--- config.mk ---
export PLATFORM = sky130hd
export DESIGN_NAME = hilo_muldiv_ctrl
export DESIGN_NICKNAME = d
export VERILOG_FILES = /design/src/rtl/hilo_muldiv_ctrl_pkg.sv /design/src/rtl/hilo_muldiv_ctrl_div_iter.sv /design/src/rtl/hilo_muldiv_ctrl.sv
export SDC_FILE = /design/constraint.sdc
export NUM_CORES = 2
export LEC_CHECK = 0
export CORE_UTILIZATION = 44
export CTS_CLUSTER_DIAMETER = 120
export DETAILED_ROUTE_END_ITERATION = 8
export DONT_BUFFER_PORTS = 1
export PLACE_DENSITY = 0.6
export SLEW_MARGIN = 25
export SYNTH_ARGS = -nofsm -noshare
export SYNTH_HDL_FRONTEND = slang
export SYNTH_SLANG_ARGS = --single-unit
--- constraint.sdc ---
create_clock -name clk_i -period 26.3 [get_ports clk_i]
set_clock_uncertainty 0.05 [all_clocks]
set_input_delay 5.26 -clock clk_i [delete_from_list [all_inputs] [get_ports clk_i]]
set_output_delay 5.26 -clock clk_i [all_outputs]
set_load 0.005 [all_outputs]
--- src/rtl/hilo_muldiv_ctrl_pkg.sv ---
// Shared encodings for the HI/LO multiply/divide controller: op select and FSM state.
package hilo_muldiv_ctrl_pkg;

  typedef enum logic [1:0] {
    MULDIV_OP_MULT  = 2'd0,
    MULDIV_OP_MULTU = 2'd1,
    MULDIV_OP_DIV   = 2'd2,
    MULDIV_OP_DIVU  = 2'd3
  } muldiv_op_e;

  typedef enum logic [1:0] {
    ST_IDLE = 2'd0,
    ST_MUL  = 2'd1,
    ST_DIV  = 2'd2,
    ST_DONE = 2'd3
  } muldiv_state_e;

  function automatic logic op_is_div(input muldiv_op_e op);
    return (op == MULDIV_OP_DIV) || (op == MULDIV_OP_DIVU);
  endfunction

  function automatic logic op_is_signed(input muldiv_op_e op);
    return (op == MULDIV_OP_MULT) || (op == MULDIV_OP_DIV);
  endfunction

endpackage

--- src/rtl/hilo_muldiv_ctrl_div_iter.sv ---
// Unsigned restoring divider, one quotient bit per cycle for DIV_CYC cycles after start_i.
// done_o is high during the final step; quot_o/rem_o hold the result from the following cycle.
module hilo_muldiv_ctrl_div_iter #(
  parameter int DATA_W  = 32,
  parameter int DIV_CYC = 32
) (
  input  logic              clk_i,
  input  logic              resetn_i,
  input  logic              start_i,
  input  logic [DATA_W-1:0] dividend_i,
  input  logic [DATA_W-1:0] divisor_i,
  input  logic              abort_i,
  output logic              done_o,
  output logic [DATA_W-1:0] quot_o,
  output logic [DATA_W-1:0] rem_o
);

  localparam int CNT_W = (DIV_CYC > 1) ? $clog2(DIV_CYC) : 1;

  logic              run_q;
  logic [CNT_W-1:0]  cnt_q;
  logic [DATA_W-1:0] rem_q;
  logic [DATA_W-1:0] quot_q;
  logic [DATA_W-1:0] dvs_q;

  logic [DATA_W:0]   shifted;
  logic              ge;
  logic [DATA_W-1:0] rem_step;
  logic [DATA_W-1:0] quot_step;

  // quot_q starts as the dividend and shifts its bits out into the partial remainder
  // while quotient bits shift in from the bottom.
  always_comb begin
    shifted   = {rem_q, quot_q[DATA_W-1]};
    ge        = shifted >= {1'b0, dvs_q};
    rem_step  = ge ? (shifted[DATA_W-1:0] - dvs_q) : shifted[DATA_W-1:0];
    quot_step = {quot_q[DATA_W-2:0], ge};
  end

  assign done_o = run_q && (cnt_q == CNT_W'(DIV_CYC - 1));
  assign quot_o = quot_q;
  assign rem_o  = rem_q;

  always_ff @(posedge clk_i) begin
    if (!resetn_i) begin
      run_q  <= 1'b0;
      cnt_q  <= '0;
      rem_q  <= '0;
      quot_q <= '0;
      dvs_q  <= '0;
    end else if (abort_i) begin
      run_q <= 1'b0;
      cnt_q <= '0;
    end else if (start_i) begin
      run_q  <= 1'b1;
      cnt_q  <= '0;
      rem_q  <= '0;
      quot_q <= dividend_i;
      dvs_q  <= divisor_i;
    end else if (run_q) begin
      rem_q  <= rem_step;
      quot_q <= quot_step;
      cnt_q  <= cnt_q + CNT_W'(1);
      if (done_o) begin
        run_q <= 1'b0;
      end
    end
  end

endmodule

--- src/rtl/hilo_muldiv_ctrl.sv ---
// EX-stage mul/div sequencer owning HI/LO: MUL_LAT+1 / DIV_CYC+1 stall cycles per op incl. accept.
// stall_o freezes PC..EX while an op is accepted or in flight; flush_o aborts with no HI/LO write.
module hilo_muldiv_ctrl
  import hilo_muldiv_ctrl_pkg::*;
#(
  parameter int DATA_W  = 32,
  parameter int MUL_LAT = 2,
  parameter int DIV_CYC = 32
) (
  input  logic              clk_i,
  input  logic              resetn_i,
  input  logic              flush_i,
  input  logic              op_valid_i,
  input  logic [1:0]        op_sel_i,
  input  logic [DATA_W-1:0] src_a_i,
  input  logic [DATA_W-1:0] src_b_i,
  input  logic              mt_we_i,
  input  logic              mt_hi_i,
  input  logic [DATA_W-1:0] mt_wdata_i,
  input  logic              mf_req_i,
  output logic              stall_o,
  output logic [DATA_W-1:0] hi_rdata_o,
  output logic [DATA_W-1:0] lo_rdata_o,
  output logic              busy_o
);

  localparam int CNT_W = (MUL_LAT > 1) ? $clog2(MUL_LAT) : 1;
  localparam logic [CNT_W-1:0] MUL_LAST = CNT_W'(MUL_LAT - 1);

  muldiv_state_e       state_q, state_d;
  logic [CNT_W-1:0]    cnt_q, cnt_d;
  muldiv_op_e          op_q, op_d;
  logic [DATA_W-1:0]   a_q, a_d, b_q, b_d;
  logic [2*DATA_W-1:0] prod_q, prod_d;
  logic [DATA_W-1:0]   hi_q, hi_d, lo_q, lo_d;
  logic                stall;

  muldiv_op_e          op_in;
  logic                in_signed_div;
  logic [DATA_W-1:0]   dvd_mag, dvs_mag;
  logic                div_start, div_done;
  logic [DATA_W-1:0]   div_quot, div_rem;

  logic                mul_sgn;
  logic [2*DATA_W-1:0] mul_a, mul_b;
  logic                q_neg, r_neg;
  logic [DATA_W-1:0]   div_lo, div_hi;

  assign op_in         = muldiv_op_e'(op_sel_i);
  assign in_signed_div = (op_in == MULDIV_OP_DIV);
  assign dvd_mag = (in_signed_div && src_a_i[DATA_W-1]) ? -src_a_i : src_a_i;
  assign dvs_mag = (in_signed_div && src_b_i[DATA_W-1]) ? -src_b_i : src_b_i;

  // Sign-extending to the full product width makes one unsigned '*' serve both MULT and MULTU.
  assign mul_sgn = op_is_signed(op_q);
  assign mul_a   = {{DATA_W{mul_sgn & a_q[DATA_W-1]}}, a_q};
  assign mul_b   = {{DATA_W{mul_sgn & b_q[DATA_W-1]}}, b_q};

  assign q_neg  = (op_q == MULDIV_OP_DIV) && (a_q[DATA_W-1] ^ b_q[DATA_W-1]);
  assign r_neg  = (op_q == MULDIV_OP_DIV) && a_q[DATA_W-1];
  assign div_lo = q_neg ? -div_quot : div_quot;
  assign div_hi = r_neg ? -div_rem : div_rem;

  hilo_muldiv_ctrl_div_iter #(
    .DATA_W  (DATA_W),
    .DIV_CYC (DIV_CYC)
  ) u_div_iter (
    .clk_i      (clk_i),
    .resetn_i   (resetn_i),
    .start_i    (div_start),
    .dividend_i (dvd_mag),
    .divisor_i  (dvs_mag),
    .abort_i    (flush_i),
    .done_o     (div_done),
    .quot_o     (div_quot),
    .rem_o      (div_rem)
  );

  always_comb begin
    state_d   = state_q;
    cnt_d     = cnt_q;
    op_d      = op_q;
    a_d       = a_q;
    b_d       = b_q;
    prod_d    = prod_q;
    hi_d      = hi_q;
    lo_d      = lo_q;
    stall     = 1'b0;
    div_start = 1'b0;

    case (state_q)
      ST_IDLE: begin
        stall = op_valid_i;
        if (op_valid_i && !flush_i) begin
          op_d  = op_in;
          a_d   = src_a_i;
          b_d   = src_b_i;
          cnt_d = '0;
          if (op_is_div(op_in)) begin
            state_d   = ST_DIV;
            div_start = 1'b1;
          end else begin
            state_d = ST_MUL;
          end
        end else if (mt_we_i && !op_valid_i) begin
          if (mt_hi_i) hi_d = mt_wdata_i;
          else         lo_d = mt_wdata_i;
        end
      end
      ST_MUL: begin
        stall = 1'b1;
        if (flush_i) begin
          state_d = ST_IDLE;
        end else begin
          prod_d = mul_a * mul_b;
          cnt_d  = cnt_q + CNT_W'(1);
          if (cnt_q == MUL_LAST) state_d = ST_DONE;
        end
      end
      ST_DIV: begin
        stall = 1'b1;
        if (flush_i)       state_d = ST_IDLE;
        else if (div_done) state_d = ST_DONE;
      end
      ST_DONE: begin
        state_d = ST_IDLE;
        if (!flush_i) begin
          if (op_is_div(op_q)) begin
            hi_d = div_hi;
            lo_d = div_lo;
          end else begin
            hi_d = prod_q[2*DATA_W-1:DATA_W];
            lo_d = prod_q[DATA_W-1:0];
          end
        end
      end
      default: state_d = ST_IDLE;
    endcase

    if (mf_req_i && (state_q == ST_MUL || state_q == ST_DIV)) stall = 1'b1;
    // The flushed instruction is leaving EX, so it must not hold the pipe.
    if (flush_i) stall = 1'b0;
  end

  always_ff @(posedge clk_i) begin
    if (!resetn_i) begin
      state_q <= ST_IDLE;
      cnt_q   <= '0;
      op_q    <= MULDIV_OP_MULT;
      a_q     <= '0;
      b_q     <= '0;
      prod_q  <= '0;
      hi_q    <= '0;
      lo_q    <= '0;
    end else begin
      state_q <= state_d;
      cnt_q   <= cnt_d;
      op_q    <= op_d;
      a_q     <= a_d;
      b_q     <= b_d;
      prod_q  <= prod_d;
      hi_q    <= hi_d;
      lo_q    <= lo_d;
    end
  end

  assign stall_o    = stall;
  assign hi_rdata_o = hi_q;
  assign lo_rdata_o = lo_q;
  assign busy_o     = (state_q != ST_IDLE);

  mt_we_only_when_idle: assert property (
    @(posedge clk_i) disable iff (!resetn_i)
    mt_we_i |-> (state_q == ST_IDLE && !op_valid_i)
  );

endmodule
==> qor.yml <==
timing:
  relSlewSlack_pct: 31.66
  drv_slew: 0
  rsz0062_at_grt: "false"
  fin_tns_setup_ns: 0
  fin_crit_sh_pct: 44.45
  hold_violations: 0
  finalSetupViolCount: 0
  fmax_ghz: 0.08554
  period_needed_ns: 11.69
  timing.hold.ws_ns: 0.3975
  max_slew.worst_pin.slew_ns: 1.025
power_and_ir_drop:
  vdd_drop_max_uv: 75.45
  pwr-share-seq_pct: 27.2
  swShare_pct: 45.95
  pwr-share-clk_pct: 22.3
  p_comb_share_pct: 50.5
  p_per_area_nw_per_um2: 40.47
  p_leak_nw: 25.37
  intPower_mw: 1.238
  p_sw_mw: 1.052
synthesis:
  synth_cells: 6292
  synthMuxAreaShare_pct: 0.6471
  synth_top_family_by_area: "adder cells"
  synth_area_sq_um: 54140
  synth_ff_type: "dfxtp_1"
  synth_top_cell_by_area: "fa_1"
  ys_seq_area_share_pct: 11.06
  async_flop_share_pct: 0
  synthTopCellsByCount: "inv_1 (1169), fa_1 (1126), nand2_1 (1103)"
  synth_top_area_share_pct: 41.63
  yosysMostFrequentCell: "inv_1"
  ys_warn_count: 0
  synthTopCellsByArea: "fa_1 (42%), dfxtp_1 (11%), inv_1 (8.1%), nand2_1 (7.6%), ha_1 (5.9%)"
  yosys.area_share.xor_xnor_pct: 3.171
  synth-compound-area-share_pct: 9.983
  synthesis.nets: 7779
  ys_types: 84
  synth-edff-count: 0
  avgSynthCellArea_sq_um: 8.605
  ys_seq_elements: 299
  synth-simple-area-share_pct: 16.81
  synth_adder_area_share_pct: 47.55
critical_path:
  path_class: "in -> out"
  cp.arrival_ns: 6.38
  end_kind: "output pin"
  cp_max_fo: 67
  required_ns: 20.99
  worstRegToRegCells: 27
  start_kind: "input port"
clocking:
  cts_resized: 0
  cts_buffers: 34
  cts_buffer_depth: 3
  insertion_delay_ns: 0.54
  cts_root_buf: "clkbuf_16"
  ctsHoldBuffers: 0
  clk_pin_slew_worst_paths_ns: 0.05
  cts_tree: "built"
  h-tree-depth: 2
  cts_setup_buffers: 0
  clkSinkCount: 299
grt:
  grt_pass1_wl_mm: 250.7
  track_usage_pct: 25.71
  grt_max_degree: 97
  antenna_found_initial: 9
  first_global_vias: 42860
  overflow: 0
outcome:
  status: "completed"
floorplan:
  io_pins: 171
  fp-row-count: 128
  start_util_pct: 44.42
  die_w_um: 352.8
  die-area_sq_um: 124500
  core_area_sq_um: 121900
  die_y_um: 352.8
routing:
  num_vias: 42110
  drc: 0
  wl_per_cell_um: 20.67
  drt_pass1_iterations: 6
  drt_wl_total_mm: 158.7
  postRouteAntennaNets: 0
  avgViaCountPerCell: 5.483
  drtIter0Drc: 3242
finish:
  synthToLayoutAreaGrowth_pct: 4.530
  nFillCells: 11930
  drive_above_1_share_pct: 3.107
  nets: 7513
worst_hold_path:
  holdPathStages: 2
  hp-class: "reg -> reg"
placement:
  gp_congestion: 0.9165
  io_buffer_count: 0
  hpwl_mm: 122.3
job:
  max_cap_viol_count: 0
## registers in the layout (all words and copies together), names as in the netlist
register,count
u_div_iter.rem_o,32
u_div_iter.run_q,1
cnt_q,1
u_div_iter.quot_o,32
hi_rdata_o,32
a_q,32
op_q,2
u_div_iter.dvs_q,32
prod_q,64
b_q,32
lo_rdata_o,32
state_q,2
u_div_iter.cnt_q,5
## layout by cell type, fill, tap and decap left out, types with 17 or more instances in the layout
cell type and count:
a211oi_1 49, a21o_1 60, a21oi_1 294, a311oi_1 22, a31oi_1 65, and2_1 385, and3_1 27, buf_4 77
clkbuf_16 35, dfxtp_1 295, fa_1 1125, ha_1 255, inv_1 1169, mux2i_1 35, nand2_1 1101, nand2b_1 40
nand3_1 38, nand4_1 21, nor2_1 193, nor2b_1 17, nor3_1 31, nor4_1 17, o211ai_1 63, o21ai_0 181
o31ai_1 23, or3_1 22, xnor2_1 121, xor2_1 75
## kinds of logic (layout without fill, tap and decap cells)
group	after synthesis	count (layout)
other	0	5
AOI/OAI and AO/OA	866	866
DFF	299	299
muxes	35	35
buffers and inverters	1550	1308
and+or+nand+nor	1964	1964
xor gates and xnor gates	196	196
adders and majority gates	1382	1382
## stage by stage
step                total power, mW  instances  worst slack, ns  cell area [sq um]  utilization [%]
detailed placement            1.775       7615            14.56              55380            45.44
global placement              1.759       7615            14.55              55380            45.44
floorplan                     1.432       6292            14.97              54140                -
finish                        2.290       7680            14.61              56590            46.44
CTS                           2.288       7675            14.56              56570            46.41
global route                  2.453       7675            14.51              56580            46.43
## per-layer routing
layer / GRT usage [%] / vias to the layer above / share of wire, %
met2: 42.95 / 1323 / 48
li1: - / 18740 / -
met3: 3.070 / 253 / 6.4
met4: 7.252 / 6 / 3.1
met5: 0 / - / 0.035
met1: 35.14 / 21800 / 42
## critical path, cell delays in order
cell     delay (ns)
nor2b_1        0.15
nand2_2        0.07
buf_4          0.58
a21o_1         0.20
o21ai_0        0.11
## power by group through the flow
stage	combinational (mW)	clock (mW)	sequential, mW
finish	1.16	0.512	0.623
global placement	1.13	0	0.630
detailed placement	1.14	0	0.631
floorplan	0.839	0	0.592
CTS	1.15	0.518	0.622
global route	1.29	0.536	0.631
## worst paths after layout
kind,start,end,slack (ns)
setup reg to reg,op_q[0],prod_q[63],17.06
hold / removal,prod_q[0],prod_q[0],0.40
hold reg to reg,prod_q[0],prod_q[0],0.40
setup / recovery,op_valid_i,stall_o,14.61
## area by class of cell
type	count	area, sq um	area share [%]
Clock buffer	50	1012	1.789
Multi-Input combinational cell	4443	42380	74.89
Clock inverter	10	173.9	0.3073
Sequential cell	299	5993	10.59
Timing Repair Buffer	78	589.3	1.041
Inverter	1170	4397	7.769
Tap cell	1625	2033	3.593
Antenna cell	5	12.51	0.02211
(Power assumes the default switching activity.)
